**config.mk**
```make
export PLATFORM = sky130hd
export DESIGN_NAME = frame_row_scheduler
export DESIGN_NICKNAME = d
export VERILOG_FILES = /design/src/rtl/frame_row_scheduler.sv
export SDC_FILE = /design/constraint.sdc
export NUM_CORES = 1
export LEC_CHECK = 0
export BUFFER_PORTS_ARGS = -buffer_cell sky130_fd_sc_hd__buf_2
export CORE_ASPECT_RATIO = 0.6
export CORE_MARGIN = 4
export CORE_UTILIZATION = 50
export CTS_BUF_LIST = sky130_fd_sc_hd__clkbuf_4 sky130_fd_sc_hd__clkbuf_8 sky130_fd_sc_hd__clkbuf_16
export CTS_CLUSTER_SIZE = 10
export DETAILED_ROUTE_END_ITERATION = 10
export PLACE_DENSITY = 0.73
export SLEW_MARGIN = 20
export SYNTH_ARGS = -nofsm -noshare
export SYNTH_HDL_FRONTEND = slang
export SYNTH_SLANG_ARGS = --single-unit
```
**constraint.sdc**
```tcl
create_clock -name clk -period 4.79 [get_ports clk]
set_input_delay 0.7185 -clock clk [delete_from_list [all_inputs] [get_ports clk]]
set_output_delay 0.7185 -clock clk [all_outputs]
set_load 0.01 [all_outputs]
```
**src/rtl/frame_row_scheduler.sv**
```systemverilog
// rtl/frame_row_scheduler.sv - frame read-out address sequencer with vertical border replication
// Optional abort input: FRAME_ROW_SCHED_ABORT_EN.
module frame_row_scheduler #(
   parameter int frame_width  = 10,
   parameter int frame_height = 8,
   parameter int filter_size  = 5,
   parameter int add_cells    = (filter_size - 1) / 2,
   parameter int addr_w       = 11
) (
   input  logic              clk,
   input  logic              reset,
   input  logic              start,
`ifdef FRAME_ROW_SCHED_ABORT_EN
   input  logic              abort,
`endif
   input  logic [addr_w-1:0] rows_written,
   output logic [addr_w-1:0] o_row,
   output logic [addr_w-1:0] o_col,
   output logic              o_TVALID,
   input  logic              i_TREADY,
   output logic [1:0]        o_TUSER,
   output logic              busy,
   output logic              done
);

   localparam logic [addr_w-1:0] LAST_COL = addr_w'(frame_width - 1);
   localparam logic [addr_w-1:0] LAST_ROW = addr_w'(frame_height + 2 * add_cells - 1);
   localparam logic [addr_w-1:0] ADD      = addr_w'(add_cells);
   localparam logic [addr_w-1:0] LAST_SRC = addr_w'(frame_height - 1);

   typedef enum logic [1:0] {IDLE, WAIT_ROW, ISSUE, DONE} state_t;

   state_t            state_q, state_d;
   logic [addr_w-1:0] out_r_q, out_r_d;
   logic [addr_w-1:0] row_q, row_d;
   logic [addr_w-1:0] col_q, col_d;
   logic [addr_w-1:0] src_row;
   logic              valid_q, valid_d;
   logic              sof_q, sof_d;
   logic              busy_q, busy_d;
   logic              done_q, done_d;
   logic [1:0]        user_q, user_d;
   logic              abort_w;
   logic              hs;

`ifdef FRAME_ROW_SCHED_ABORT_EN
   assign abort_w = abort && (state_q != IDLE);
`else
   assign abort_w = 1'b0;
`endif

   assign hs = valid_q && i_TREADY;

   // Top and bottom border rows replicate the first and last frame rows.
   always_comb begin
      src_row = out_r_q - ADD;
      if (out_r_q < ADD) begin
         src_row = '0;
      end else if ((out_r_q - ADD) >= LAST_SRC) begin
         src_row = LAST_SRC;
      end
   end

   always_comb begin
      state_d = state_q;
      out_r_d = out_r_q;
      row_d   = row_q;
      col_d   = col_q;
      valid_d = valid_q;
      sof_d   = sof_q;
      user_d  = user_q;
      case (state_q)
         IDLE: begin
            if (start) begin
               state_d = WAIT_ROW;
               out_r_d = '0;
               col_d   = '0;
               sof_d   = 1'b1;
            end
         end
         WAIT_ROW: begin
            if (src_row < rows_written) begin
               state_d = ISSUE;
               row_d   = src_row;
               col_d   = '0;
               valid_d = 1'b1;
               user_d  = {(LAST_COL == '0), sof_q};
            end
         end
         ISSUE: begin
            if (hs) begin
               sof_d = 1'b0;
               if (col_q < LAST_COL) begin
                  col_d  = col_q + 1'b1;
                  user_d = {((col_q + 1'b1) == LAST_COL), 1'b0};
               end else begin
                  valid_d = 1'b0;
                  user_d  = 2'b00;
                  if (out_r_q == LAST_ROW) begin
                     state_d = DONE;
                  end else begin
                     out_r_d = out_r_q + 1'b1;
                     state_d = WAIT_ROW;
                  end
               end
            end
         end
         DONE: state_d = IDLE;
         default: state_d = IDLE;
      endcase
      // Abort wins over a same-cycle handshake; that beat already left.
      if (abort_w) begin
         state_d = IDLE;
         valid_d = 1'b0;
         user_d  = 2'b00;
         col_d   = '0;
      end
      busy_d = (state_d != IDLE);
      done_d = (state_d == DONE);
   end

   always_ff @(posedge clk) begin
      if (reset) begin
         state_q <= IDLE;
         out_r_q <= '0;
         row_q   <= '0;
         col_q   <= '0;
         valid_q <= 1'b0;
         sof_q   <= 1'b0;
         user_q  <= 2'b00;
         busy_q  <= 1'b0;
         done_q  <= 1'b0;
      end else begin
         state_q <= state_d;
         out_r_q <= out_r_d;
         row_q   <= row_d;
         col_q   <= col_d;
         valid_q <= valid_d;
         sof_q   <= sof_d;
         user_q  <= user_d;
         busy_q  <= busy_d;
         done_q  <= done_d;
      end
   end

   assign o_row    = row_q;
   assign o_col    = col_q;
   assign o_TVALID = valid_q;
   assign o_TUSER  = user_q;
   assign busy     = busy_q;
   assign done     = done_q;

endmodule

```
==> impl_metrics.ini <==
[placed_design]
hpwl_mm = 3.80
io_buffers = 41
place_area_mm2 = 0.00252
place.gp.congestion = 0.896

[route]
drt_iter0_drc = 161
vias = 1963
viasPerCell = 5.39
ant_nets = 0
wl_per_cell_um = 13.4
route.detailed.drc = 0
drt_wl_total_mm = 4.89
drtPass1Iterations = 4

[die]
core-area_mm2 = 0.00421
chipWidth_um = 94.4
ios = 42
die_h_um = 59.8
die_area_mm2 = 0.00564
initial_utilization_pct = 53.1
num_rows = 18

[yosys]
synthFlopType = dfxtp_1
synthDistinctLibCells = 56
ys_ff_latch = 41
post-synth-top-count-cell = dfxtp_1
synthTopCellsByCount = dfxtp_1 (41), nor2_1 (28), inv_1 (17)
synthesis.area_mm2 = 0.00224
synth_warnings = 0
ys_seq_area_share_pct = 36.7
ys_top_cells_by_area = dfxtp_1 (37%), ha_1 (8.9%), nor2_1 (4.7%)
synth_cells = 254
synth_top_cell_by_area = dfxtp_1
syn_avg_cell_area_um2 = 8.81
synth_top_area_share_pct = 36.7
async_reset_ff_share_pct = 0
synth_edf_count = 0

[clocking]
clkLatencyLatePin_ns = 0.29
postCtsResizedCells = 0
cts_hold_buffers = 0
cts_made_buffers = 5
cts_tree = yes
path_clk_slew_ns = 0.08
cts_setup_buffers = 0
clock-sinks = 41
cts_buffer_depth = 2
htree_levels = 2
cts-root-buf = clkbuf_8

[final_layout]
fin_util_pct = 62.2
antenna_cells = 0
fin_area_mm2 = 0.00262
final_nets = 335
area_growth_pct = 17.1
drive_gt1_share_pct = 20.7

[sta]
rsz0062_at_grt = no
max_freq_mhz = 238
final.min_clock_period_ns = 4.21
finalSetupTns_ns = 0
clock_skew_ns = 0.00847
setup-violations-final = 0
tightest_slew_ns = 0.896
fin_crit_sh_pct = 87.8
final_max_slew_viol_count = 0
finalHoldViolCount = 0
relSlewSlack_pct = 40.0

[power_and_ir_drop]
p_clk_share_pct = 38.5
switchingPower_mw = 0.172
p_comb_share_pct = 11.1
p_int_mw = 0.529
irDropWorstVdd_mv = 0.140
swShare_pct = 24.5
power.density_mw_per_mm2 = 267
power_leakage_nw = 1.13
seqPwrFrac_pct = 50.4
power.total_mw = 0.700

[setup_path]
crit_type = flip-flop to flip-flop
endpoint_kind = flip-flop
required_ns = 4.94
cp-start-kind = flip-flop
critPathMaxFanout = 12
arrival_ns = 4.35

[grt]
antenna_found_initial = 0
grt_pass1_vias = 1660
grt_pass1_wl_mm = 8.18
overflow = 0
grt_max_degree = 21
grtUsageTotal_pct = 18.6

[flow_run]
drv_cap = 0

[run_status]
status = finished, final reports clean

[hold_path]
hp-class = flip-flop to flip-flop
[final cells by class]
type	instances	area (um2)
clock buffer	5	68.8
fill	384	1590
inverter	18	67.6
sequential	41	821
clock inverter	2	35.0
multi-input combinational	196	1340
tap	60	75.1
timing repair buffer	42	213
[registers in the layout, indices dropped and copies added (netlist names)]
name      count
busy          1
done          1
o_TUSER       2
o_TVALID      1
o_col        11
o_row        11
out_r_q      11
sof_q         1
state_q       2
[cell families (layout without fill, tap and decap cells)]
logic type      after synthesis  in the layout  synth area share, %
flops                        41             41                 36.7
compound gates               52             52                 17.9
other cells                   1              8                0.168
buf+inv                      24             67                 4.59
simple gates                107            107                 26.2
fa+ha+maj                    16             16                 8.95
xor+xnor                     10             10                 3.91
mux                           3              3                 1.57
[cell usage in the layout, fill, tap and decap left out, types with 3 or more instances in the layout]
| cell | count |
|---|---|
| buf_2 | 41 |
| nor3b_1 | 11 |
| a211oi_1 | 3 |
| nand4_1 | 5 |
| nand3_1 | 6 |
| nor3_1 | 8 |
| ha_1 | 16 |
| conb_1 | 8 |
| xnor2_1 | 10 |
| o21ai_0 | 9 |
| or2_2 | 3 |
| a21oi_1 | 13 |
| nand2_1 | 15 |
| nor2_1 | 28 |
| inv_1 | 17 |
| nand3b_1 | 3 |
| a31oi_1 | 4 |
| dfxtp_1 | 41 |
| clkbuf_8 | 5 |
| and2_1 | 7 |
| nand2b_1 | 6 |
| a31o_2 | 3 |
[critical path, stage by stage (launching register included)]
cell      delay [ns]
dfxtp_1         0.47
inv_1           0.12
ha_1            0.30
or2_2           0.30
a211o_2         0.35
a32oi_4         0.24
and2_2          0.20
a21oi_1         0.09
ha_1            0.32
a21oi_1         0.15
a211oi_1        0.11
a211oi_1        0.38
nand2b_1        0.19
nor2_1          0.65
o21ai_0         0.19
[power by group through the flow]
| stage | registers, mW | clock network, mW | logic, mW |
|---|---|---|---|
| 2_1_floorplan | 0.361 | 0 | 0.0513 |
| 3_5_place_dp | 0.361 | 0 | 0.0762 |
| 6_report | 0.353 | 0.270 | 0.0778 |
| 4_1_cts | 0.353 | 0.275 | 0.0766 |
| 3_3_place_gp | 0.361 | 0 | 0.0762 |
| 5_1_grt | 0.354 | 0.292 | 0.0880 |
[stage by stage]
step                hold slack [ns]  instances  worst slack, ns
floorplan                     0.465        261            0.700
global placement              0.460        357            0.724
detailed placement            0.463        357            0.662
CTS                           0.477        364            0.640
global route                  0.484        364            0.305
finish                        0.474        364            0.582
[path summary, 6_finish.rpt]
path / cells after the start / to / slack [ns] / from
min: 1 / o_row[3] / 0.47 / o_row[3]
max reg2reg: 14 / o_TUSER[1] / 0.58 / out_r_q[1]
max: 14 / o_TUSER[1] / 0.58 / out_r_q[1]
min reg2reg: 1 / o_row[3] / 0.47 / o_row[3]
[per-layer routing]
layer | GRT usage (%) | up-vias | wire length (um) | part of all wire (%)
met5 | 0 | - | 0 | 0
met4 | 3.70 | 0 | 19 | 0.39
met3 | 5.16 | 2 | 422 | 8.6
met2 | 22.7 | 73 | 1790 | 37
met1 | 30.8 | 887 | 2650 | 54
li1 | - | 1001 | - | -
Power figures use the tool's default switching activity.
